File: src/rtl/alu_protocol_monitor.sv
// Passive protocol monitor for the ALU.
// Checks operand pairing/timeout, expected ERR, output hold while disabled, and G/L/E exclusivity.
module alu_protocol_monitor #(
  parameter int WIDTH     = 8,
  parameter int CMD_WIDTH = 4,
  parameter int LATENCY   = 1,
  parameter int TIMEOUT   = 16,
  parameter logic [(1<<CMD_WIDTH)-1:0] ARITH_2OP_MASK = 16'h0F0F,
  parameter logic [(1<<CMD_WIDTH)-1:0] LOGIC_2OP_MASK = 16'h003F,
  parameter int CNT_WIDTH = 8
) (
  input  logic                 CLK,
  input  logic                 RST,
  input  logic                 CLR,
  input  logic                 CE,
  input  logic                 MODE,
  input  logic [CMD_WIDTH-1:0] CMD,
  input  logic [1:0]           INP_VALID,
  input  logic [WIDTH-1:0]     OPA,
  input  logic [WIDTH-1:0]     OPB,
  input  logic [WIDTH:0]       RES,
  input  logic                 COUT,
  input  logic                 OFLOW,
  input  logic                 G,
  input  logic                 L,
  input  logic                 E,
  input  logic                 ERR,
  output logic [3:0]           VIOL,
  output logic [CNT_WIDTH-1:0] VIOL_CNT,
  output logic [2:0]           FIRST_CODE,
  output logic                 PAIR_BUSY
);

  typedef enum logic [1:0] {IDLE, WAIT_A, WAIT_B} state_e;

  localparam int         OW       = WIDTH + 7;
  localparam logic [3:0] MASK_END = 4'(LATENCY + 1);
  localparam logic [3:0] LAT4     = 4'(LATENCY);
  localparam logic [7:0] TO8      = 8'(TIMEOUT);

  state_e                 state_q, state_d;
  logic [7:0]             tcnt_q, tcnt_d;
  logic [3:0]             mcnt_q, zcnt_q;
  logic [LATENCY-1:0]     exp_to_q, exp_inv_q;
  logic                   push_to, push_inv;
  logic [OW-1:0]          snap_q, cur;
  logic [3:0]             viol_q, new_v;
  logic [CNT_WIDTH-1:0]   cnt_q;
  logic [2:0]             code_q, code_new;
  logic                   need2, masked, armed;
  logic                   unused_opnd;

  assign unused_opnd = ^{OPA, OPB};
  assign need2  = MODE ? ARITH_2OP_MASK[CMD] : LOGIC_2OP_MASK[CMD];
  assign masked = (mcnt_q != MASK_END);
  assign armed  = !CE && (zcnt_q == LAT4);
  assign cur    = {RES, COUT, OFLOW, G, L, E, ERR};

  // Pairing FSM: only CE cycles advance it; a half in the timeout cycle still completes the pair.
  always_comb begin
    state_d  = state_q;
    tcnt_d   = tcnt_q;
    push_to  = 1'b0;
    push_inv = 1'b0;
    if (CE) begin
      case (state_q)
        IDLE: begin
          if (INP_VALID == 2'b00) begin
            push_inv = 1'b1;
          end else if (need2 && INP_VALID == 2'b01) begin
            state_d = WAIT_B;
            tcnt_d  = 8'd1;
          end else if (need2 && INP_VALID == 2'b10) begin
            state_d = WAIT_A;
            tcnt_d  = 8'd1;
          end
        end
        WAIT_A, WAIT_B: begin
          if ((state_q == WAIT_A) ? INP_VALID[0] : INP_VALID[1]) begin
            state_d = IDLE;
          end else begin
            tcnt_d = tcnt_q + 8'd1;
            if (tcnt_d == TO8) begin
              state_d = IDLE;
              push_to = 1'b1;
            end
          end
        end
        default: state_d = IDLE;
      endcase
    end
  end

  always_comb begin
    new_v    = '0;
    new_v[0] = exp_to_q[LATENCY-1] && !ERR;
    new_v[1] = exp_inv_q[LATENCY-1] && !ERR;
    new_v[2] = armed && (cur != snap_q);
    new_v[3] = (G && L) || (G && E) || (L && E);
    if (masked) new_v = '0;
  end

  always_comb begin
    code_new = 3'd0;
    if      (new_v[0]) code_new = 3'd1;
    else if (new_v[1]) code_new = 3'd2;
    else if (new_v[2]) code_new = 3'd3;
    else if (new_v[3]) code_new = 3'd4;
  end

  always_ff @(posedge CLK or negedge RST) begin
    if (!RST) begin
      state_q   <= IDLE;
      tcnt_q    <= '0;
      mcnt_q    <= '0;
      zcnt_q    <= '0;
      exp_to_q  <= '0;
      exp_inv_q <= '0;
      snap_q    <= '0;
    end else begin
      state_q      <= state_d;
      tcnt_q       <= tcnt_d;
      snap_q       <= cur;
      exp_to_q[0]  <= push_to;
      exp_inv_q[0] <= push_inv;
      for (int i = 1; i < LATENCY; i++) begin
        exp_to_q[i]  <= exp_to_q[i-1];
        exp_inv_q[i] <= exp_inv_q[i-1];
      end
      if (masked) mcnt_q <= mcnt_q + 4'd1;
      if (CE)                  zcnt_q <= '0;
      else if (zcnt_q != LAT4) zcnt_q <= zcnt_q + 4'd1;
    end
  end

  // CLR beats a violation detected in the same cycle.
  always_ff @(posedge CLK or negedge RST) begin
    if (!RST) begin
      viol_q <= '0;
      cnt_q  <= '0;
      code_q <= '0;
    end else if (CLR) begin
      viol_q <= '0;
      cnt_q  <= '0;
      code_q <= '0;
    end else if (new_v != 4'd0) begin
      viol_q <= viol_q | new_v;
      if (cnt_q != '1)      cnt_q  <= cnt_q + 1'b1;
      if (code_q == 3'd0)   code_q <= code_new;
    end
  end

  assign VIOL       = viol_q;
  assign VIOL_CNT   = cnt_q;
  assign FIRST_CODE = code_q;
  assign PAIR_BUSY  = (state_q != IDLE);

endmodule

File: config.mk
export PLATFORM = sky130hd
export DESIGN_NAME = alu_protocol_monitor
export DESIGN_NICKNAME = d
export VERILOG_FILES = /design/src/rtl/alu_protocol_monitor.sv
export SDC_FILE = /design/constraint.sdc
export NUM_CORES = 1
export LEC_CHECK = 0
export ABC_AREA = 1
export BUFFER_PORTS_ARGS = -buffer_cell sky130_fd_sc_hd__clkbuf_2
export CAP_MARGIN = 30
export CORE_MARGIN = 2
export CORE_UTILIZATION = 40
export CTS_CLUSTER_SIZE = 10
export DETAILED_ROUTE_END_ITERATION = 12
export GPL_TIMING_DRIVEN = 0
export PLACE_DENSITY = 0.74
export SETUP_SLACK_MARGIN = 0.02
export SYNTH_ARGS = -nofsm -noshare
export SYNTH_HDL_FRONTEND = slang
export SYNTH_SLANG_ARGS = --single-unit
File: constraint.sdc
create_clock -name CLK -period 2.5 [get_ports CLK]
set_input_delay 0.25 -clock CLK [delete_from_list [all_inputs] [get_ports CLK]]
set_output_delay 0.25 -clock CLK [all_outputs]
set_load 0.02 [all_outputs]
## Word-level counts from Yosys, hierarchy flattened

Memory sizes are Yosys's and may differ from the RTL's.
Cells that the tools add are included.

- Register bits: 50
- Bits in read-only memories: 32
- Logic and storage cells: 97
- Output and inout bits: 16
- Input port bits: 42
- Memories: 2

Memory list:

| name | depth | bits a word | read ports | clocked after memory_dff | wr ports | RTL line | text |
|---|---|---|---|---|---|---|---|
| (no name shown) | 16 | 1 | 1 | 0 | 0 | 54 | `assign need2 = MODE ? ARITH_2OP_MASK[CMD] : LOGIC_2OP_MASK[CMD];` |
| (no name shown) | 16 | 1 | 1 | 0 | 0 | 54 |  |

- Mux-type cells: 37
- $add $sub $neg: 4
- $lt $le $gt $ge: 1
- Bitwise operators: 1
- Equal/unequal tests: 14
- Reductions and logical operators: 28

Operator list:

| cell | count |
|---|---|
| 8-bit two-way mux | 7 |
| 3-bit two-way mux | 7 |
| 4-bit two-way mux | 5 |
| 8-bit by 1-bit adder with 8-bit output, second input constant | 2 |
| 8-bit one-hot mux with 2 select lines | 1 |
| 15-bit != test | 1 |
| 2-bit nonzero test | 6 |
| 1-bit two-way mux | 11 |
| 2-bit two-way mux | 5 |
| 1-bit logical AND | 9 |
| 4-bit by 1-bit adder with 4-bit output, second input constant | 2 |
| 8-bit by 5-bit == test with 1-bit output, second input constant | 1 |
| 8-bit != test, second input constant | 1 |
| 3-bit != test, second input constant | 2 |
| 4-bit by 5-bit less-than comparator with 1-bit output, second input constant | 1 |
| 5-bit AND reduction | 1 |
| 2-bit by 1-bit == test with 1-bit output, second input constant | 2 |
| 2-bit == test, second input constant | 2 |
| 4-bit by 1-bit == test with 1-bit output, second input constant | 1 |
| 2-bit logical NOT | 2 |
| 2-bit != test, second input constant | 2 |
| 4-bit by 1-bit != test with 1-bit output, second input constant | 1 |
| 4-bit by 2-bit != test with 1-bit output, second input constant | 1 |
| 4-bit bitwise OR | 1 |
| other kinds (8) | 11 |

## Depth between registers and ports, before layout

Gate-level depths: netlist of run 1.

- Depth after elaboration: 11
- Gate-level depth with buffers: 12
- Depth with buffers taken out: 12

## Least setup slack after synthesis of run 1

No wires, ideal clock.

- Kind: flip-flop to flip-flop
- Start point: register cnt_q[0], in the netlist VIOL_CNT[0]
- End point: register cnt_q[6], in the netlist VIOL_CNT[6]
- Library setup time: 0.066 ns
- Cell stages (with the launch flop): 8
- Slack: 0.937 ns
- Required time: 2.434 ns
- Arrival time: 1.497 ns
- Buffers on the path: 0
- Period minus slack after synthesis: 1.563 ns
- Cell sequence: dfrtp_1 > ha_1 > nand3_1 > nor2_1 > nand3_4 > nand2_8 > nand3_2 > nand2_1

- Cells in the longest elaborated chain, start to end: 4
- Elaborated cells between the ends (all ways): 7
- Classes of those cells: add/sub (1); eq/ne (1); mux (3); reduce/logical (2)

Ends and longest elaborated chain:

| element | RTL line | text |
|---|---|---|
| start: declaration | 48 | `logic [CNT_WIDTH-1:0] cnt_q;` |
| start signal: assignment | 148 | `if (cnt_q != '1) cnt_q <= cnt_q + 1'b1;` |
| 8-bit by 1-bit adder with 8-bit output | 148 |  |
| 8-bit two-way mux | 148 |  |
| 8-bit two-way mux | 146 | `end else if (new_v != 4'd0) begin` |
| 8-bit two-way mux | 142 | `end else if (CLR) begin` |

Parallel ways exist; a longest one is shown, timed or not. The select of a mux whose other input is x is not followed.
A chain may end at the register's enable or synchronous reset.

## Worst setup path after layout of run 1

- Start point: register mcnt_q[0]
- End point: register cnt_q[2], in the netlist VIOL_CNT[2]

- Cells in the longest elaborated chain, start to end: 5

Ends and longest elaborated chain:

| element | RTL line | text |
|---|---|---|
| start: declaration | 43 | `logic [3:0] mcnt_q, zcnt_q;` |
| start signal: assignment | 130 | `if (masked) mcnt_q <= mcnt_q + 4'd1;` |
| 4-bit by 2-bit != test with 1-bit output | 55 | `assign masked = (mcnt_q != MASK_END);` |
| 4-bit two-way mux | 100 | `if (masked) new_v = '0;` |
| 4-bit nonzero test | 146 |  |
| 2-bit nonzero test (no source line) | - |  |
| 2-bit AND reduction (no source line) | - |  |

Every way passes these cells.

==> results of run 1 <==
==> metal layers <==
metal	vias up	global-route usage, %	part of all wire [%]
met4	0	4.55	0.95
met3	5	2.84	3.5
met2	39	24.3	48
li1	1146	-	-
met5	-	0	0
met1	984	16.7	47
==> worst reg2reg max path: cells and delay by family, from the launching register on <==
family / cells / cell delay (ns)
simple gates: 7 / 0.99
flops: 1 / 0.45
fa+ha+maj: 1 / 0.15
buf+inv: 1 / 0.09
==> Yosys cell counts (all sizes together) <==
| cell | number |
|---|---|
| ha | 8 |
| nor2 | 44 |
| nand2 | 99 |
| nor3 | 3 |
| nand3b | 1 |
| nand4 | 12 |
| xor2 | 10 |
| o22ai | 1 |
| inv | 54 |
| o21ai | 8 |
| xnor2 | 5 |
| or2 | 1 |
| nor4 | 2 |
| clkbuf | 2 |
| nand3 | 28 |
| buf | 1 |
| dfrtp | 50 |
| a21oi | 6 |
| o21a | 1 |
==> kinds of logic after synthesis <==
| kind of cell | count (synthesis) | share of synthesized area [%] |
|---|---|---|
| AND/OR/NAND/NOR | 190 | 34.3 |
| XOR/XNOR | 15 | 5.05 |
| AO/OA/AOI/OAI | 16 | 3.05 |
| buffers and inverters | 57 | 8.42 |
| adder cells (fa/ha/maj) | 8 | 3.64 |
| flip-flops | 50 | 45.5 |
==> cells in the final DEF, fill, tap and decap left out, types with 2 or more instances in the layout <==
cell and count:
nand4_1 12, nand2_1 94, nand3_1 16, clkbuf_2 40
xnor2_1 4, nor2_1 38, nor2_2 6, clkbuf_8 6
nand3_4 2, dfrtp_1 50, nor3_2 2, xor2_1 10
inv_2 4, o21ai_0 2, nand3_2 10, a21oi_1 6
inv_1 50, nand2_2 3, o21ai_1 6, ha_1 8
==> final cells by class <==
class                      instances  share of cell area [%]
buffer                             3                   0.902
clock buffer                       6                    2.28
clock inverter                     2                    1.18
inverter                          54                    6.36
multi-input combinational        229                    39.7
sequential                        50                    39.2
tap                               80                    3.14
timing repair buffer              42                    7.22
==> how the worst max path moves through the flow <==
stage / endpoint / start
CTS: VIOL_CNT[2] / mcnt_q[0]
global placement: VIOL_CNT[7] / mcnt_q[0]
floorplan: VIOL_CNT[6] / VIOL_CNT[0]
detailed placement: VIOL_CNT[6] / mcnt_q[0]
finish: VIOL_CNT[2] / mcnt_q[0]
global route: tcnt_q[4] / state_q[0]
==> per-stage QoR <==
stage	power, W	hold slack, ns	utilization, %
after detailed placement	0.00172	0.201	45.7
after global placement	0.00169	0.388	45.4
final	0.00227	0.0754	47.5
after floorplan	0.00152	-0.0456	-
after global routing	0.00243	0.0676	47.5
after CTS	0.00230	0.0631	47.5
==> registers in the layout, summed over array words and instances (netlist names) <==
signal	flops
FIRST_CODE	3
VIOL	4
VIOL_CNT	8
exp_inv_q	1
exp_to_q	1
mcnt_q	4
snap_q	15
state_q	2
tcnt_q	8
zcnt_q	4
==> where the power goes <==
part / switching [W] / internal [W] / total, W
Combinational: 0.000446 / 0.000248 / 0.000695
Clock: 0.000269 / 0.000299 / 0.000568
Sequential: 0.0000934 / 0.000913 / 0.00101
==> Flow_metrics.wiki, run 1 <==
{| class="wikitable"
! Metric !! Value
|-
| DP Area || a little over 3000 µm²
|-
| Boundary pin count || between 50 and 60
|-
| Peak supply drop || roughly 0.40 mV
|-
| Cts bufs inserted || 5
|-
| Run status || finished clean
|-
| RePlAce Congestion || 0.834
|-
| Antenna cells || 0
|-
| Violation count after the first detailed-route iteration || between 50 and 60
|-
| Worst endpoint data arrival time || between 1.5 and 2 ns
|-
| Final std cells w/o fill || about 470
|-
| Number of setup buffers added after CTS || 0
|-
| Largest net degree at the start of global routing || 37
|-
| Number of I/O port buffers || 40
|-
| Hold Vio Cnt, Final || 0
|-
| Worst reg2reg path depth || 9
|-
| Max-slew violation count || 0
|-
| Die X-Extent || 86.9 µm
|-
| Area share of the largest cell type after synthesis || between 40% and 50%
|-
| Fill cells || between 600 and 700
|-
| Worst Hold Path Cells || 1
|-
| Part of the Yosys area used for sequential elements || a little under half
|-
| Synthesized netlist net count || 386
|-
| Worst Path Buf+Inv || 1
|-
| Routed via count divided by cell count || between 4 and 5
|-
| Die Ht || ~87 µm
|-
| Top cells by area in the synthesized netlist || dfrtp_1 46%, nand2_1 13%, inv_1 6.8%, nor2_1 5.2%, ha_1 3.6%
|-
| Share of post-route cells with drive strength above 1 || a little over a fifth
|-
| Via total after detailed routing || around 2200
|-
| Placement-stage worst setup slack || roughly 0.74 ns
|-
| Critical-path maximum fanout || 10
|-
| Average detailed-routed wire length per instance || ~11 µm
|-
| Area taken by multi-input logic gates || ~1300 µm²
|-
| Min Tclk post-route || ~1.8 ns
|-
| Placed cells || 457
|-
| Min-delay src || RES[1]
|-
| Unrepaired setup endpoints after global routing || false
|-
| Cell type with the highest aggregate area in the netlist || dfrtp_1
|-
| Register bit count reported by yosys || 50
|-
| DRT Wirelength || around 5000 µm
|-
| Setup tns final || 0 ns
|-
| Cells after Synth || approximately 340
|-
| Critical path start-end classification || register to register
|-
| Total congestion overflow || 0
|-
| Post-cts sizing count || 0
|-
| Worst Hold End || snap_q[7]
|-
| Unique masters post-synth || 31
|-
| Cell breakdown of the critical path || inv_1 > ha_1 > nand3_2 > nor2_1 > nor2_2 > nand3_4 > nand2_8 > nand3_2 > nand2_1
|-
| CTS sink cnt || 50
|-
| Final layout net count || 435
|-
| Die Area || about 7600 µm²
|-
| H-tree lvl count || 2
|-
| Crit. path cell count || 9
|-
| Summed area of non-filler cells in the final layout || 3190 µm²
|-
| Number of global-route vias before repair || about 2100
|-
| Clk pin slew, worst setup/hold paths || ~0.10 ns
|-
| Kind of cell adding the most delay to the critical path || simple AND/OR/NAND/NOR gates
|-
| Fmax achieved || around 0.57 GHz
|-
| Router iterations before antenna repair || 4
|-
| Wire length of the first global-routing pass || roughly 8400 µm
|-
| Standard-cell row count || 30
|-
| Initial antenna violation count || 0
|-
| Worst skew pair latency || ~0.31 ns
|-
| Fin crit share || around 70%
|-
| Area of the core region || 6720 µm²
|-
| DRC violation count after routing || 0
|-
| Crit path largest cell delay || around 0.45 ns
|-
| Leakage Power || 1.74 nW
|-
| Detailed placer's ending HPWL || ~3800 µm
|-
| Synthesis-to-layout area growth || 16.0%
|-
| Max transition margin || approximately 73%
|-
| Hold bufs inserted after CTS || 1
|-
| Count of endpoints failing setup in the final report || 0
|-
| Class of the most critical hold timing path || input pin to register
|-
| CTS tree || done
|-
| Startpoint of the lowest-slack register-to-register path || mcnt_q[0]
|-
| GRT Total Usage || between 10 and 15%
|-
| Count of warnings emitted by yosys || 0
|-
| Register-to-register path setup slack || ~0.75 ns
|-
| Total power per unit cell area || 711 nW/µm²
|-
| Slew of the pin with the lowest slew margin || 0.412 ns
|-
| CTS Buffer Depth || 2
|-
| Library cell appearing most often on the critical path || nand3_2
|-
| Critical register-to-register path endpoint || VIOL_CNT[2]
|-
| Maximum capacitance violations || 0
|-
| Cell area after synthesis || 2750 µm²
|-
| Total area of sequential cells || roughly 1300 µm²
|-
| Setup crit start kind || register
|-
| Fin Clk Skew || roughly 0.019 ns
|-
| Root Buffer Master || clkbuf_8
|-
| DRT antenna net count || 0
|-
| Worst Path Required || 2.71 ns
|-
| Crit path setup slack, layout || between 0.7 and 0.8 ns
|-
| Initial standard-cell utilization of the core || 40.9%
|-
| Worst path slowest cell || dfrtp_1
|-
| Element type at the critical path end || register
|-
| Mean area per synthesized cell || 8.18 µm²
|}
Power figures use the tool's default switching activity.
==> inputs of run 2 (changes only) <==
clock period = 1.76 ns   (was 2.5 ns; I/O delays follow)
==> Flow_metrics.wiki, run 2 (synthesized netlist as in run 1, its figures left out) <==
{| class="wikitable"
! Metric !! Value
|-
| Unrepaired setup endpoints after global routing || false
|-
| Initial standard-cell utilization of the core || around two fifths
|-
| Worst Hold End || snap_q[6]
|-
| Fmax achieved || just over 0.6 GHz
|-
| Standard-cell row count || 30
|-
| Die Ht || 86.9 µm
|-
| Startpoint of the lowest-slack register-to-register path || mcnt_q[0]
|-
| Switching Fraction || between 30% and 40%
|-
| Maximum capacitance violations || 0
|-
| Clock power frac || 24.0%
|-
| Class of the most critical hold timing path || input pin to register
|-
| Peak supply drop || around 0.58 mV
|-
| Via total after detailed routing || around 2300
|-
| Hold Vio Cnt, Final || 0
|-
| Antenna cells || 0
|-
| Total congestion overflow || 0
|-
| Largest net degree at the start of global routing || 37
|-
| Initial antenna violation count || 0
|-
| Worst Hold Path Cells || 1
|-
| Violation count after the first detailed-route iteration || 61
|-
| Root Buffer Master || clkbuf_8
|-
| Synthesis-to-layout area growth || 23.1%
|-
| Number of global-route vias before repair || 2101
|-
| Critical path start-end classification || register to register
|-
| Wire length of the first global-routing pass || 8560 µm
|-
| Commonest cells after routing, fill and taps aside || 94 x nand2_1, 50 x dfrtp_1, 49 x inv_1
|-
| Worst endpoint data arrival time || ~1.9 ns
|-
| CTS tree || done
|-
| Seq pwr share || between 40% and 50%
|-
| Element type at the critical path end || register
|-
| H-tree lvl count || 2
|-
| DRT Wirelength || 5240 µm
|-
| GRT Total Usage || between 10% and 20%
|-
| Fin crit share || 93.0%
|-
| Register-to-register path setup slack || approximately 0.12 ns
|-
| Router iterations before antenna repair || 4
|-
| Run status || finished clean
|-
| Die Area || 7550 µm²
|-
| Setup crit start kind || register
|-
| Most common cell after layout, fill and taps aside || nand2_1
|-
| Total power per unit cell area || just under 1000 nW/µm²
|-
| Register bank with the most flops || snap_q
|-
| DRC violation count after routing || 0
|-
| Min Tclk post-route || about 1.6 ns
|-
| Max-slew violation count || 0
|-
| Worst reg2reg path depth || 9
|-
| Fin Clk Skew || 0.0169 ns
|-
| Final layout net count || 451
|-
| Worst Path Buf+Inv || 2
|-
| Worst path slowest cell || dfrtp_1
|-
| Routed via count divided by cell count || 4.68
|-
| Detailed placer's ending HPWL || around 3800 µm
|-
| Worst Path Required || between 1.5 and 2 ns
|-
| CTS Buffer Depth || 2
|-
| Share of post-route cells with drive strength above 1 || between 20 and 25%
|-
| Kind of cell adding the most delay to the critical path || simple AND/OR/NAND/NOR gates
|-
| Boundary pin count || 58
|-
| Net Switching || ~0.0012 W
|-
| Critical-path maximum fanout || 8
|-
| Total internal power || approximately 0.0022 W
|-
| Min-delay src || RES[0]
|-
| DRT antenna net count || 0
|-
| Count of endpoints failing setup in the final report || 0
|-
| Average detailed-routed wire length per instance || 10.9 µm
|-
| Area of the core region || roughly 6700 µm²
|-
| RePlAce Congestion || around 0.83
|-
| Total power of the final layout || about 0.0034 W
|-
| Library cell appearing most often on the critical path || nand3_4
|-
| Setup tns final || 0 ns
|-
| Combinational share of power || between 30% and 40%
|-
| Slew of the pin with the lowest slew margin || 0.419 ns
|-
| Critical register-to-register path endpoint || VIOL_CNT[2]
|-
| Flip-flop count of the largest register, all copies and words added || 15
|-
| Cell breakdown of the critical path || inv_1 > ha_1 > nand3_4 > nor3_4 > inv_2 > nand3_4 > nand2_8 > nand3_2 > nand2_1
|-
| Clk pin slew, worst setup/hold paths || ~0.10 ns
|-
| Crit path largest cell delay || approximately 0.43 ns
|-
| Max transition margin || between 70 and 80%
|-
| Leakage Power || around 1.8 nW
|-
| Cts bufs inserted || 5
|-
| Die X-Extent || 86.9 µm
|-
| Number of I/O port buffers || 40
|-
| CTS sink cnt || 50
|-
| Worst skew pair latency || slightly above 0.3 ns
|}
## run 2: layout make-up
cell class / instances / area [µm²]
Tap cell: 80 / 100
Inverter: 54 / 203
Clock buffer: 6 / 72.6
Sequential cell: 50 / 1250
Clock inverter: 2 / 37.5
Buffer: 3 / 28.8
Multi-Input combinational cell: 230 / 1320
Timing Repair Buffer: 57 / 368
Fill cell: 636 / 3340
## run 2: repair_timing
action,in CTS,in global routing
endpoints found under the hold margin,24,0
cloned,0,1
resized for setup,4,8
setup buffers,0,5
endpoints found under the setup margin,14,20
pin swaps,1,2
hold buffers,11,0
## run 2: how the worst max path moves through the flow
stage	start	end	slack (ns)	cells past startpoint
3_5_place_dp	mcnt_q[0]	VIOL_CNT[6]	0.004	9
2_1_floorplan	VIOL_CNT[0]	VIOL_CNT[6]	0.20	7
3_3_place_gp	mcnt_q[0]	VIOL_CNT[7]	0.05	9
5_1_grt	mcnt_q[0]	FIRST_CODE[0]	0.002	9
4_1_cts	mcnt_q[0]	VIOL_CNT[2]	0.02	9
6_report	mcnt_q[0]	VIOL_CNT[2]	0.12	9
## run 2: layer usage
metal / GRT usage, % / share of wire [%]
met1: 16.8 / 47
met2: 25.0 / 49
met3: 2.84 / 3.3
met4: 4.55 / 0.90
met5: 0 / 0
## run 2: power by group through the flow
stage / Clock (W) / Sequential [W] / Combinational, W
after floorplan: 0 / 0.00147 / 0.000689
after global placement: 0 / 0.00144 / 0.000951
after detailed placement: 0 / 0.00145 / 0.000994
after CTS: 0.000841 / 0.00143 / 0.00103
after global routing: 0.000878 / 0.00144 / 0.00128
final: 0.000803 / 0.00142 / 0.00113
## run 2: stage by stage
step / instances / setup WS [ns] / hold slack, ns / area [µm²] / util, %
4_1_cts: 476 / 0.0200 / 0.00174 / 3300 / 49.2
2_1_floorplan: 336 / 0.197 / -0.120 / 2750 / -
5_1_grt: 482 / 0.00176 / 0.00701 / 3380 / 50.4
3_5_place_dp: 457 / 0.00350 / 0.127 / 3070 / 45.7
6_report: 482 / 0.123 / 0.0146 / 3380 / 50.4
3_3_place_gp: 456 / 0.0541 / 0.314 / 3050 / 45.4
